==> config.mk <==
export PLATFORM = sky130hd
export DESIGN_NAME = reg_file
export DESIGN_NICKNAME = d
export VERILOG_FILES = /design/src/rtl/cpu_defs.sv /design/src/rtl/reg_file_read_port.sv /design/src/rtl/reg_file.sv
export SDC_FILE = /design/constraint.sdc
export NUM_CORES = 2
export LEC_CHECK = 0
export ABC_AREA = 1
export BUFFER_PORTS_ARGS = -buffer_cell sky130_fd_sc_hd__buf_2
export CORE_ASPECT_RATIO = 0.75
export CORE_MARGIN = 4
export CORE_UTILIZATION = 29
export DETAILED_ROUTE_END_ITERATION = 6
export PLACE_DENSITY = 0.39
export SYNTH_ARGS = -nofsm -noshare
export SYNTH_HDL_FRONTEND = slang
export SYNTH_SLANG_ARGS = --single-unit
==> constraint.sdc <==
create_clock -name Clk -period 52.3 [get_ports Clk]
set_clock_uncertainty 0.15 [all_clocks]
set_input_delay 10.46 -clock Clk [delete_from_list [all_inputs] [get_ports Clk]]
set_output_delay 10.46 -clock Clk [all_outputs]
set_load 0.02 [all_outputs]
==> src/rtl/cpu_defs.sv <==
// Shared CPU constants: register-file geometry and writeback-select encodings.
package cpu_defs;

  localparam int REG_NUM  = 32;
  localparam int REG_ZERO = 0;
  localparam int REG_RA   = 31;
  localparam int DATA_W   = 32;

  typedef enum logic [1:0] {
    WD_ALU = 2'd0,
    WD_MEM = 2'd1,
    WD_PC4 = 2'd2
  } wd_sel_e;

endpackage

==> src/rtl/reg_file_read_port.sv <==
// One GRF read port: forces index 0 to zero and optionally forwards same-cycle write data.
module reg_read_port #(
  parameter int DATA_W = 32,
  parameter int ADDR_W = 5,
  parameter int BYPASS = 1
) (
  input  logic [ADDR_W-1:0] a,
  input  logic [ADDR_W-1:0] a3,
  input  logic              reg_write,
  input  logic [DATA_W-1:0] wd,
  input  logic [DATA_W-1:0] stored,
  output logic [DATA_W-1:0] rd
);

  // With forwarding disabled the write-side inputs are intentionally ignored.
  logic unused_fwd;
  assign unused_fwd = ^{wd, a3, reg_write};

  always_comb begin
    rd = stored;
    if (a == '0)
      rd = '0;
    else if ((BYPASS != 0) && reg_write && (a3 == a))
      rd = wd;
  end

endmodule

==> src/rtl/reg_file.sv <==
// MIPS general-purpose register file with commit counter.
// Define GRF_TRACE_EN to print a grader-format line for every attempted write.
module reg_file #(
  parameter int DATA_W = 32,
  parameter int ADDR_W = 5,
  parameter int BYPASS = 1
) (
  input  logic              Clk,
  input  logic              Reset,
  input  logic              Reg_Write,
  input  logic [ADDR_W-1:0] A1,
  input  logic [ADDR_W-1:0] A2,
  input  logic [ADDR_W-1:0] A3,
  input  logic [DATA_W-1:0] WD,
  input  logic [31:0]       PC,
  output logic [DATA_W-1:0] RD1,
  output logic [DATA_W-1:0] RD2,
  output logic [31:0]       Write_Count
);
  import cpu_defs::*;

  localparam int DEPTH = 2 ** ADDR_W;

  logic [DATA_W-1:0] regs [DEPTH];
  logic              commit;
  logic              fwd_en;

  assign commit = Reg_Write && (A3 != ADDR_W'(REG_ZERO));
  // Registers read zero while in reset, so forwarding must be suppressed there too.
  assign fwd_en = Reg_Write && !Reset;

  always_ff @(posedge Clk or posedge Reset) begin
    if (Reset) begin
      for (int i = 0; i < DEPTH; i++)
        regs[i] <= '0;
      Write_Count <= '0;
    end else if (commit) begin
      regs[A3]    <= WD;
      Write_Count <= Write_Count + 32'd1;
    end
  end

  reg_read_port #(.DATA_W(DATA_W), .ADDR_W(ADDR_W), .BYPASS(BYPASS)) u_rp1 (
    .a(A1), .a3(A3), .reg_write(fwd_en), .wd(WD), .stored(regs[A1]), .rd(RD1)
  );

  reg_read_port #(.DATA_W(DATA_W), .ADDR_W(ADDR_W), .BYPASS(BYPASS)) u_rp2 (
    .a(A2), .a3(A3), .reg_write(fwd_en), .wd(WD), .stored(regs[A2]), .rd(RD2)
  );

`ifdef GRF_TRACE_EN
  always @(posedge Clk) begin
    if (!Reset && (Reg_Write === 1'b1))
      $display("@%h: $%d <= %h", PC, A3, WD);
  end
`else
  logic unused_pc;
  assign unused_pc = ^PC;
`endif

endmodule

== Word level (Yosys, flattened, before mapping) ==
Cells that the tools add are included.

* Register bits after elaboration: 1056
* Logic and storage cells: 65
* Input port bits: 82
* Output and inout bits: 96

* Bitwise logic cells: 3
* Equal/unequal tests: 2
* Mux-type cells: 13
* Magnitude comparators: 4
* Reductions and logical operators: 9
* Add/subtract/negate cells: 1

{| class="wikitable"
|+ Operators with widths
! cell !! number
|-
| bitwise mux 1024 bit || 1
|-
| binary-select mux 32 bit (select 5 bit) || 2
|-
| 2-to-1 mux 32 bit || 9
|-
| demux 32 bit (select 5 bit) || 1
|-
| adder 32 x 1 -> 32 bit, second input constant || 1
|-
| >= comparator 6 bit, second input constant || 3
|-
| inverter 5 -> 6 bit || 3
|-
| equality test 5 bit || 2
|-
| zero test 5 bit || 2
|-
| < comparator 6 x 1 -> 1 bit, second input constant || 1
|-
| logical AND 1 bit || 5
|-
| nonzero test 5 bit || 1
|-
| zero test 1 bit || 1
|}

== Depth between registers and ports, before layout ==
* Depth after elaboration: 6
* Mapped depth: 13
* Mapped depth without buffers: 11

== By module ==
A second synthesis with hierarchy kept.

* Cell total of the unflattened synthesis: 8934
* Area total of the unflattened synthesis: 59809.9 µm²

{| class="wikitable"
|+ By module, submodules not included
! module !! instances !! cells each !! area an instance (µm²) !! seq. area each (µm²)
|-
| reg_file || 1 || 8536 || 58173.3 || 26425.3
|-
| reg_read_port || 2 || 199 || 818.3 || 0.0
|}

== Least setup slack after synthesis ==
No wires, ideal clock.

* Kind: input-to-output
* Start: in Reset
* End: out RD1[0]
* Arrival: 34.666 ns
* Stages: 8
* Required time: 41.690 ns
* Setup slack: 7.024 ns
* Buffers on the path: 1
* Path through: inv_1 nand2_1 nor3_1 nand3_1 inv_1 buf_2 nand2_1 a21oi_1

* Longest elaborated chain between the ends: 5

{| class="wikitable"
|+ RTL lines
! item !! line !! RTL
|-
| start, declared || reg_file.sv:9 || <nowiki>input logic Reset,</nowiki>
|-
| zero test 1 bit (no source line) || -- ||
|-
| logical AND 1 bit || reg_file.sv:30 || <nowiki>assign fwd_en = Reg_Write && !Reset;</nowiki>
|-
| logical AND 1 bit || reg_file_read_port.sv:23 || <nowiki>else if ((BYPASS != 0) && reg_write && (a3 == a))</nowiki>
|-
| 2-to-1 mux 32 bit || reg_file_read_port.sv:23 ||
|-
| 2-to-1 mux 32 bit || reg_file_read_port.sv:21 || <nowiki>if (a == '0)</nowiki>
|-
| end, declared || reg_file.sv:16 || <nowiki>output logic [DATA_W-1:0] RD1,</nowiki>
|}

No other way between the ends.

== Final worst setup path ==
* Start: in A2[3]
* End: out RD2[25]

* Longest elaborated chain between the ends: 6
* Elaborated cells between the ends (all ways): 9
* Those cells by class: 1 x eq/ne; 5 x mux; 1 x bitwise; 2 x reduce/logical

{| class="wikitable"
|+ RTL lines
! item !! line !! RTL
|-
| start, declared || reg_file.sv:12 || <nowiki>input logic [ADDR_W-1:0] A2,</nowiki>
|-
| inverter 5 -> 6 bit (implied by the code) || reg_file.sv:48 || <nowiki>.a(A2), .a3(A3), .reg_write(fwd_en), .wd(WD), .stored(regs[A2]), .rd(RD2)</nowiki>
|-
| binary-select mux 32 bit (select 5 bit) || reg_file.sv:48 ||
|-
| 2-to-1 mux 32 bit (implied by the code) (2 in series) || reg_file.sv:48 ||
|-
| 2-to-1 mux 32 bit || reg_file_read_port.sv:23 ||
|-
| 2-to-1 mux 32 bit (*) || reg_file_read_port.sv:21 ||
|-
| end, declared || reg_file.sv:17 || <nowiki>output logic [DATA_W-1:0] RD2,</nowiki>
|}

Every way passes the cells marked *; elsewhere a longest branch is shown, timed or not. The select of a mux whose other input is x is not followed.

==> run_results.csv <==
group,metric,value,unit
run_status,status,"finished clean",
setup_path,critPathKind,"primary input to output pin",
setup_path,cpMostUsedCell,"buf_4",
floorplan,die_area,212100,um2
sta,fmax,0.03775,GHz
sta,final_hold_viol_count,0,
route,drt_pass1_iterations,6,
grt,grt_usage,25.15,%
placement,dp_hpwl,145.7,mm
synth,synth_commonest_cells,"nand2_1 (2209), o21ai_0 (1286), dfrtp_1 (1056)",
cts,cts.sinks,1056,
pwr,peakVddDrop,23.85,uV
sta,drv_slew,0,
synth,synth_top_cell_by_area,"dfrtp_1",
floorplan,pin_count,178,
synth,synth_cells,8270,
hold_path,holdPathEnd,"regs[1019]$_DFFE_PP0P_",
layout,fin_cells,10700,
floorplan,die_h,399.9,um
placement,placed_area,61750,um2
setup_path,r2r-end,"Write_Count[28]$_DFFE_PP0P_",
grt,grt_pass1_wl,392.9,mm
setup_path,ff2ff_path_depth,10,
floorplan,rows,143,
sta,slew_headroom,20.18,%
synth,seq_area_frac_synth,44.50,%
synth,synth_edf_count,0,
setup_path,critPathTopFamily,"buffers and inverters",
route,wl_per_cell,25.30,um
cts,root_buffer,"clkbuf_16",
sta,fin_crit_sh,50.65,%
setup_path,crit_arrival,15880,ps
sta,setup_violations,0,
grt,grt_max_degree,170,
synth,syn_nets,8353,
hold_path,hold_start,"regs[1019]$_DFFE_PP0P_",
sta,period_minus_slack,26490,ps
route,antenna_left,0,
route,via_per_inst,5.277,
floorplan,die_w,530.5,um
synth,synthFlopType,"dfrtp_1",
layout,syn2layout_area_growth,11.44,%
hold_path,min_path_type,"flip-flop to flip-flop",
cts,htreeDepth,4,
synth,synth_area,59380,um2
layout,final_util,32.59,%
layout,layout-drive-gt1-share,7.417,%
setup_path,crit_buf_inv,7,
synth,yosys.cell_types.count,30,
setup_path,r2r_slack,49980,ps
synth,yosysMostFrequentCell,"nand2_1",
pwr,power.leakage,0.03062,uW
grt,grt_overflow,0,
setup_path,cp.required,41690,ps
cts,cts_tree,"done",
setup_path,r2r-start,"Write_Count[0]$_DFFE_PP0P_",
grt,grt_pass1_vias,53410,
setup_path,crit_fanout,30,
pwr,p_per_area,38.14,nW/um2
layout,nNetsFinal,8001,
setup_path,startpoint_type,"primary input",
route,wl,270.8,mm
route,vias,56480,
grt,antenna_found_initial,17,
cts,cts_made_buffers,139,
setup_path,crit_path_max_incr_delay,1030,ps
layout,finish.instance_area,66170,um2
setup_path,end_kind,"output pin",
cts,cts_resized,0,
synth,yosysWarnings,0,
hold_path,worst_hold_path.num_cells,0,
cts,clk_pin_slew,50,ps
route,drc_errors,0,
floorplan,start_util,29.24,%
setup_path,crit_slowest_cell,"clkinv_1",
synth,synthTopCellsByArea,"dfrtp_1 (45%), nand2_1 (14%), o21ai_0 (11%)",
sta,finalSetupTns,0,ps
sta,worstMarginPinSlew,1188,ps
synth,yosysTopAreaCellShare,44.50,%
cts,ctsHoldBuffers,0,
cts,clock_latency,800,ps
floorplan,coreArea,203100,um2
synth,syn_avg_cell_area,7.180,um2
placement,portBuffers,145,
route,dr.first_iter.drc_count,6237,
placement,gp_congestion,0.7944,
placement,placedCellCount,10460,
sta,rsz0062_at_grt,"no",
pwr,power.total,2524,uW
cts,cts_setup_buffers,0,
setup_path,path_cells,"buf_4 -> clkinv_2 -> buf_4 -> o22ai_1 -> a21oi_1 -> nand3_4 -> buf_4 -> clkinv_1 -> a21oi_1 -> nand2_1 -> inv_1 -> buf_2",
synth,ys_async_sr_fraction,100.0,%
cts,cts_max_path_buffers,4,
synth,synth-seq-cells,1056,
flow_run,cap_violations,0,
## state kept, by name (all words and copies together) (netlist names)
register / cells
regs: 1024
Write_Count: 32
## cell usage in the layout, fill, tap and decap left out, types with 26 or more instances in the layout
cell type | Yosys | final
nand2_1 | 2209 | 2198
o21ai_0 | 1286 | 1286
dfrtp_1 | 1056 | 1056
nand3_1 | 929 | 927
inv_1 | 716 | 709
o211ai_1 | 493 | 493
a21oi_1 | 370 | 370
nor2_1 | 226 | 222
clkbuf_16 | 0 | 143
buf_2 | 122 | 136
buf_4 | 0 | 108
or2_2 | 70 | 70
o21ai_1 | 42 | 42
clkbuf_1 | 556 | 33
nor3_1 | 29 | 29
nand2_4 | 0 | 26
## worst max-delay path by stage
stage | startpoint | endpoint | slack (ps) | cells after the start
after floorplan | Reset | RD1[0] | 7020 | 8
after global placement | A2[3] | RD2[25] | 25960 | 12
after detailed placement | A2[3] | RD2[25] | 25960 | 12
after CTS | A2[3] | RD2[25] | 25960 | 12
after global routing | A2[3] | RD2[25] | 25800 | 12
final | A2[3] | RD2[25] | 25810 | 12
## stage by stage
step	setup slack, ps	hold WS [ps]
floorplan	7024	279.0
global placement	25960	216.6
detailed placement	25960	215.6
CTS	25960	230.5
global route	25800	238.4
finish	25810	225.3
## cell type report
type	instances	area, um2
inverters	731	2789
repair buffers	257	1714
diodes	12	30.03
clock inverters	31	346.6
well taps	2682	3356
multi-input cells	5733	27470
fillers	21910	136900
flip-flops and latches	1056	26430
clock buffers	201	4046
## power by group
group	total, uW	leakage [uW]	switching, uW	internal [uW]
combinational	496	0.0150	331	165
clock	966	0.00217	396	569
sequential	1060	0.0135	92.6	969
## routing by layer
layer	routed length, um	part of all wire (%)	up-vias	track usage (%)
met5	0	0	-	0
met4	7259	2.7	0	6.917
li1	-	-	26660	-
met3	16730	6.2	328	3.769
met1	128900	48	27640	36.64
met2	117900	44	1852	38.62
## worst reg2reg max path, delay by kind of cell (launching register included)
kind                     cells  cell delay, ps
AO/OA/AOI/OAI                1             170
adder cells (fa/ha/maj)      1             200
flip-flops                   1             400
AND/OR/NAND/NOR              8            1260
## cell families after synthesis
logic type / count (synthesis) / share of synthesized area [%]
buffers and inverters: 1481 / 9.619
AO/OA/AOI/OAI: 2199 / 20.64
flip-flops: 1056 / 44.50
AND/OR/NAND/NOR: 3502 / 24.76
adder cells (fa/ha/maj): 1 / 0.02107
XOR/XNOR: 31 / 0.4572
(Power assumes the default switching activity.)
